**src/rtl/i2c_pkg.sv**
```systemverilog
`default_nettype none
// ============================================================================
// Module : i2c_pkg
// Brief  : Shared types and WM8731 bring-up command table for the I2C init path
// Rev    : 1.0  initial release
// ============================================================================
package i2c_pkg;

  typedef enum logic [2:0] {
    IDLE        = 3'd0,
    LOAD        = 3'd1,
    START       = 3'd2,
    WAIT_ACCEPT = 3'd3,
    WAIT_DONE   = 3'd4,
    GAP         = 3'd5,
    DONE        = 3'd6,
    ERROR       = 3'd7
  } seq_state_t;

  localparam logic [7:0] WM8731_DEV_ADDR = 8'h34;
  localparam int         NUM_CMDS        = 11;

  // Entry 0 resets the codec; the rest configure it in register order.
  localparam logic [15:0] WM8731_CMD_TABLE [0:NUM_CMDS-1] = '{
    16'h1E00, 16'h0097, 16'h0297, 16'h0479, 16'h0679, 16'h0815,
    16'h0A00, 16'h0C00, 16'h0E42, 16'h1019, 16'h1201
  };

endpackage
`default_nettype wire

```
**src/rtl/wm8731_cmd_rom.sv**
```systemverilog
`default_nettype none
// ============================================================================
// Module : wm8731_cmd_rom
// Brief  : Combinational index-to-register-word lookup into the codec table
// Rev    : 1.0  initial release
// ============================================================================
module wm8731_cmd_rom
  import i2c_pkg::*;
(
  input  logic [3:0]  i_idx,
  output logic [15:0] o_word
);

  always_comb begin
    o_word = 16'h0000;
    if (i_idx < 4'(NUM_CMDS)) o_word = WM8731_CMD_TABLE[i_idx];
  end

endmodule
`default_nettype wire

```
**src/rtl/i2c_init_sequencer.sv**
```systemverilog
`default_nettype none
// ============================================================================
// Module : i2c_init_sequencer
// Brief  : Walks the WM8731 command table, handing frames to the I2C sender
// Rev    : 1.0  initial release
// ============================================================================
module i2c_init_sequencer
  import i2c_pkg::*;
#(
  parameter int         BYTE           = 3,
  parameter logic [7:0] DEV_ADDR       = i2c_pkg::WM8731_DEV_ADDR,
  parameter int         NUM_CMDS       = i2c_pkg::NUM_CMDS,
  parameter int         GAP_CYCLES     = 4,
  parameter int         ACCEPT_TIMEOUT = 8
) (
  input  logic              i_clk,
  input  logic              i_rst,
  input  logic              i_start,
  input  logic              i_sender_finished,
  output logic              o_sender_start,
  output logic [BYTE*8-1:0] o_sender_dat,
  output logic              o_busy,
  output logic              o_done,
  output logic              o_error,
  output logic [3:0]        o_cmd_idx
);

  localparam int c_gap_w = $clog2(GAP_CYCLES) + 1;
  localparam int c_to_w  = $clog2(ACCEPT_TIMEOUT) + 1;
  localparam logic [c_gap_w-1:0] c_gap_last = c_gap_w'(GAP_CYCLES - 1);
  localparam logic [c_to_w-1:0]  c_to_last  = c_to_w'(ACCEPT_TIMEOUT - 1);
  localparam logic [3:0]         c_last_idx = 4'(NUM_CMDS - 1);

  seq_state_t           r_state;
  logic [c_gap_w-1:0]   r_gap_cnt;
  logic [c_to_w-1:0]    r_to_cnt;
  logic [15:0]          w_word;
  logic [BYTE*8-1:0]    w_frame;

  wm8731_cmd_rom u_rom (
    .i_idx  (o_cmd_idx),
    .o_word (w_word)
  );

  assign w_frame = (BYTE*8)'({DEV_ADDR, w_word});

  always_ff @(posedge i_clk) begin
    if (i_rst) begin
      r_state        <= IDLE;
      o_sender_start <= 1'b0;
      o_sender_dat   <= '0;
      o_busy         <= 1'b0;
      o_done         <= 1'b0;
      o_error        <= 1'b0;
      o_cmd_idx      <= 4'd0;
      r_gap_cnt      <= '0;
      r_to_cnt       <= '0;
    end else begin
      o_sender_start <= 1'b0;
      case (r_state)
        IDLE, DONE, ERROR: begin
          if (i_start) begin
            r_state   <= LOAD;
            o_cmd_idx <= 4'd0;
            o_done    <= 1'b0;
            o_error   <= 1'b0;
            o_busy    <= 1'b1;
          end
        end
        // Frame is only refreshed once the sender is idle, so it never moves under an active transfer.
        LOAD: begin
          if (i_sender_finished) begin
            o_sender_dat   <= w_frame;
            o_sender_start <= 1'b1;
            r_state        <= START;
          end
        end
        START: begin
          r_to_cnt <= '0;
          r_state  <= WAIT_ACCEPT;
        end
        WAIT_ACCEPT: begin
          if (!i_sender_finished) begin
            r_state <= WAIT_DONE;
          end else if (r_to_cnt == c_to_last) begin
            r_state <= ERROR;
            o_error <= 1'b1;
            o_busy  <= 1'b0;
            o_done  <= 1'b0;
          end else begin
            r_to_cnt <= r_to_cnt + 1'b1;
          end
        end
        WAIT_DONE: begin
          if (i_sender_finished) begin
            r_gap_cnt <= '0;
            r_state   <= GAP;
          end
        end
        GAP: begin
          if (r_gap_cnt == c_gap_last) begin
            if (o_cmd_idx == c_last_idx) begin
              r_state <= DONE;
              o_done  <= 1'b1;
              o_busy  <= 1'b0;
            end else begin
              o_cmd_idx <= o_cmd_idx + 4'd1;
              r_state   <= LOAD;
            end
          end else begin
            r_gap_cnt <= r_gap_cnt + 1'b1;
          end
        end
        default: r_state <= IDLE;
      endcase
    end
  end

endmodule
`default_nettype wire
```
**config.mk**
```make
export PLATFORM = sky130hd
export DESIGN_NAME = i2c_init_sequencer
export DESIGN_NICKNAME = d
export VERILOG_FILES = /design/src/rtl/i2c_pkg.sv /design/src/rtl/wm8731_cmd_rom.sv /design/src/rtl/i2c_init_sequencer.sv
export SDC_FILE = /design/constraint.sdc
export NUM_CORES = 1
export LEC_CHECK = 0
export BUFFER_PORTS_ARGS = -buffer_cell sky130_fd_sc_hd__buf_4
export CAP_MARGIN = 20
export CORE_MARGIN = 2
export CORE_UTILIZATION = 55
export DETAILED_ROUTE_END_ITERATION = 8
export PLACE_DENSITY = 0.92
export SLEW_MARGIN = 20
export SYNTH_ARGS = -nofsm -noshare
export SYNTH_HDL_FRONTEND = slang
export SYNTH_SLANG_ARGS = --single-unit
```
**constraint.sdc**
```tcl
create_clock -name i_clk -period 2.9 [get_ports i_clk]
set_clock_uncertainty 0.15 [all_clocks]
set_input_delay 0 -clock i_clk [delete_from_list [all_inputs] [get_ports i_clk]]
set_output_delay 0 -clock i_clk [all_outputs]
set_load 0.005 [all_outputs]
```
==> summary.md <==
| Metric | Value |
|---|---|
| Worst path cell trace | inv_1 -> ha_1 -> and3b_1 -> or3_1 -> a2111o_1 -> nand2_1 |
| Largest net degree at the start of global routing | 24 |
| Warnings from Yosys | 0 |
| Synth area leader | dfxtp_1 |
| Drt pass-1 iters | 4 |
| LEAKAGE | 0.0008212 µW |
| Synthesized flop and latch total | 31 |
| Grt ovf | 0 |
| Routability Congestion | 0.8580 |
| DP HPWL | 2.722 mm |
| CP max FO | 7 |
| Mapped Cells | 226 |
| Die Y | between 60 and 70 µm |
| Post_cts resized | 0 |
| Routed via count | 1,716 |
| Initial DRC Count | 74 |
| Slew Viols, Final | 0 |
| CP required | 3.05 ns |
| Core Rows | 20 |
| Die width | 61.71 µm |
| Sink Count | 31 |
| Cells on Worst Hold Path | 2 |
| Core Footprint | 0.003103 mm² |
| First-pass GRT wire length | 6.644 mm |
| Final setup viols | 0 |
| Root Driver | clkbuf_4 |
| Worst-Margin Slew | 0.6421 ns |
| Dominant synthesized flop cell | dfxtp_1 |
| Critical Setup Path Class | reg -> reg |
| Worst Path Arrival | 2.40 ns |
| Hold Crit Start | o_sender_dat[12] |
| Hold endpoint | o_sender_dat[12] |
| Layout Nets | 257 |
| Fmax | 445.6 MHz |
| Final ANT Viol Nets | 0 |
| Num ports | 36 |
| Clk_lat worst skew | around 0.35 ns |
| Number of global-route vias before repair | ~1,500 |
| Yosys top cell area share | between 30 and 40% |
| Total Routed Length | 3.984 mm |
| HP Class | reg -> reg |
| DRC errors left | 0 |
| Reg2reg start | o_cmd_idx[0] |
| Clock Path Buffers | 2 |
| Peak supply drop | 0.4592 mV |
| Vias/cell | 5.938 |
| R2r worst-path depth | 6 |
| Clock Pin Slew Worst Setup and Hold Paths | 0.11 ns |
| CTS tree | built |
| Slew HR | 57.14% |
| Area contributors post-synth | dfxtp_1, ha_1, a21oi_1 |
| Syn_area_per_cell | 8.105 µm² |
| Layout Area Growth over Synthesis | 14.48% |
| Post-CTS setup buffer count | 0 |
| GRT Overall Usage | 23.69% |
| Post-synth design cell area | 0.001832 mm² |
| Final setup TNS | 0 ns |
| Pwr/cell area | 552.2 mW/mm² |
| Crit-path max cell delay | 0.47 ns |
| Initial antenna violation count | 0 |
| Max-cap violations | 0 |
| RSZ-0062 raised after global routing | false |
| Detailed-route wire length per cell | 13.79 µm |
| Setup crit end kind | flip-flop |
| Hold-fix buffer count after cts | 3 |
| Yosys cell types | 45 |
| Critical Path Start Type | flip-flop |
| EDFF count, synth | 0 |
| Min Tclk post-route | between 2 and 2.5 ns |
| Die area | 0.003808 mm² |
| Overall Power | 1158 µW |
| Reg-to-reg slack, setup | 0.66 ns |
| Initial Utilization | 59.03% |
| R2R Path End | o_cmd_idx[2] |
| Share of cells above drive strength 1 | 15.51% |
| Final Hold Vio Count | 0 |
| Port Buf Inserts | 26 |
| Num CTS Buffers | 5 |
| Antenna Cells | 0 |
| Status | finished, final reports clean |
| Slowest-stage cell, CP | or3_1 |
| H-tree levels | 2 |
| Register area share after synthesis | 33.88% |
| Final period util | 77.39% |
| Fraction of registers with async set/reset | 0% |
-- report_power, final --
group,total [µW],internal (µW),switching [µW]
Clock,427,269,158
Sequential,494,456,37.9
Combinational,237,110,127
Total,1160,835,323
-- worst max-delay path: cells and delay by family (launching register included) --
family,cells,cell delay [ns]
AO/OA/AOI/OAI,1,0.43
flip-flops,1,0.46
adder cells (fa/ha/maj),1,0.24
buffers and inverters,1,0.16
AND/OR/NAND/NOR,3,0.75
-- stage by stage --
stage | hold WS (ns) | util, % | cells | cell area (µm²) | worst slack [ns]
after floorplan | -0.07786 | - | 234 | 1862 | 0.7964
after global placement | 0.2000 | 63.35 | 278 | 1966 | 0.7774
after detailed placement | 0.2041 | 63.35 | 278 | 1966 | 0.7036
after CTS | 0.3139 | 67.58 | 289 | 2097 | 0.6692
after global routing | 0.3471 | 67.58 | 289 | 2097 | 0.5388
final | 0.3137 | 67.58 | 289 | 2097 | 0.6556
-- worst max path at each step --
| stage | startpoint | endpoint | slack, ns | cells after the start |
|---|---|---|---|---|
| finish | o_cmd_idx[0] | o_cmd_idx[2] | 0.66 | 6 |
| floorplan | o_cmd_idx[0] | o_cmd_idx[2] | 0.80 | 7 |
| global route | o_cmd_idx[0] | o_cmd_idx[2] | 0.54 | 6 |
| CTS | o_cmd_idx[0] | o_cmd_idx[2] | 0.67 | 6 |
| detailed placement | o_cmd_idx[0] | o_cmd_idx[2] | 0.70 | 6 |
| global placement | o_cmd_idx[0] | o_cmd_idx[3] | 0.78 | 6 |
-- flip-flops by register name, summed over array words and instances (netlist names) --
| name | count |
|---|---|
| o_sender_start | 1 |
| r_gap_cnt | 3 |
| r_to_cnt | 4 |
| o_error | 1 |
| o_done | 1 |
| o_sender_dat | 13 |
| o_busy | 1 |
| r_state | 3 |
| o_cmd_idx | 4 |
-- placed cells by master, fill, tap and decap left out, types with 5 or more instances in the layout --
cell / n
dfxtp_1: 31
nor3_1: 12
nor2_1: 20
a31oi_1: 7
inv_1: 9
clkbuf_4: 5
conb_1: 9
nand3_1: 8
ha_1: 9
nand2b_1: 5
o21ai_0: 5
buf_4: 27
a21oi_1: 20
o21ai_1: 5
nand2_1: 11
-- metal layers --
layer / up-vias / GRT usage, % / wire length (µm)
met3: 7 / 6.004 / 233
met4: 0 / 10.33 / 60
met2: 56 / 38.50 / 1867
met1: 801 / 29.81 / 1822
met5: - / 0 / 0
li1: 852 / - / -
-- kinds of logic after synthesis --
logic type	Yosys count	synth area share, %
simple gates	83	24.80
compound gates	62	22.47
buf+inv	36	10.25
flops	31	33.88
fa+ha+maj	9	6.148
mux	4	2.254
other cells	1	0.2047
-- cells in the mapped netlist, types with 5 or more instances --
cell type,number
a21oi_1,20
a31oi_1,7
buf_4,11
clkbuf_1,12
dfxtp_1,31
ha_1,9
inv_1,9
nand2_1,11
nand2b_1,5
nand3_1,8
nor2_1,20
nor3_1,12
o21ai_0,5
o21ai_1,5
-- cell type report --
type | count | area (µm²)
clock buffers | 6 | 41.29
clock inverters | 2 | 60.06
fillers | 278 | 1006
inverters | 9 | 33.78
multi-input cells | 167 | 1054
flip-flops and latches | 31 | 620.6
well taps | 44 | 55.05
repair buffers | 30 | 232.7
(Power assumes the default switching activity.)
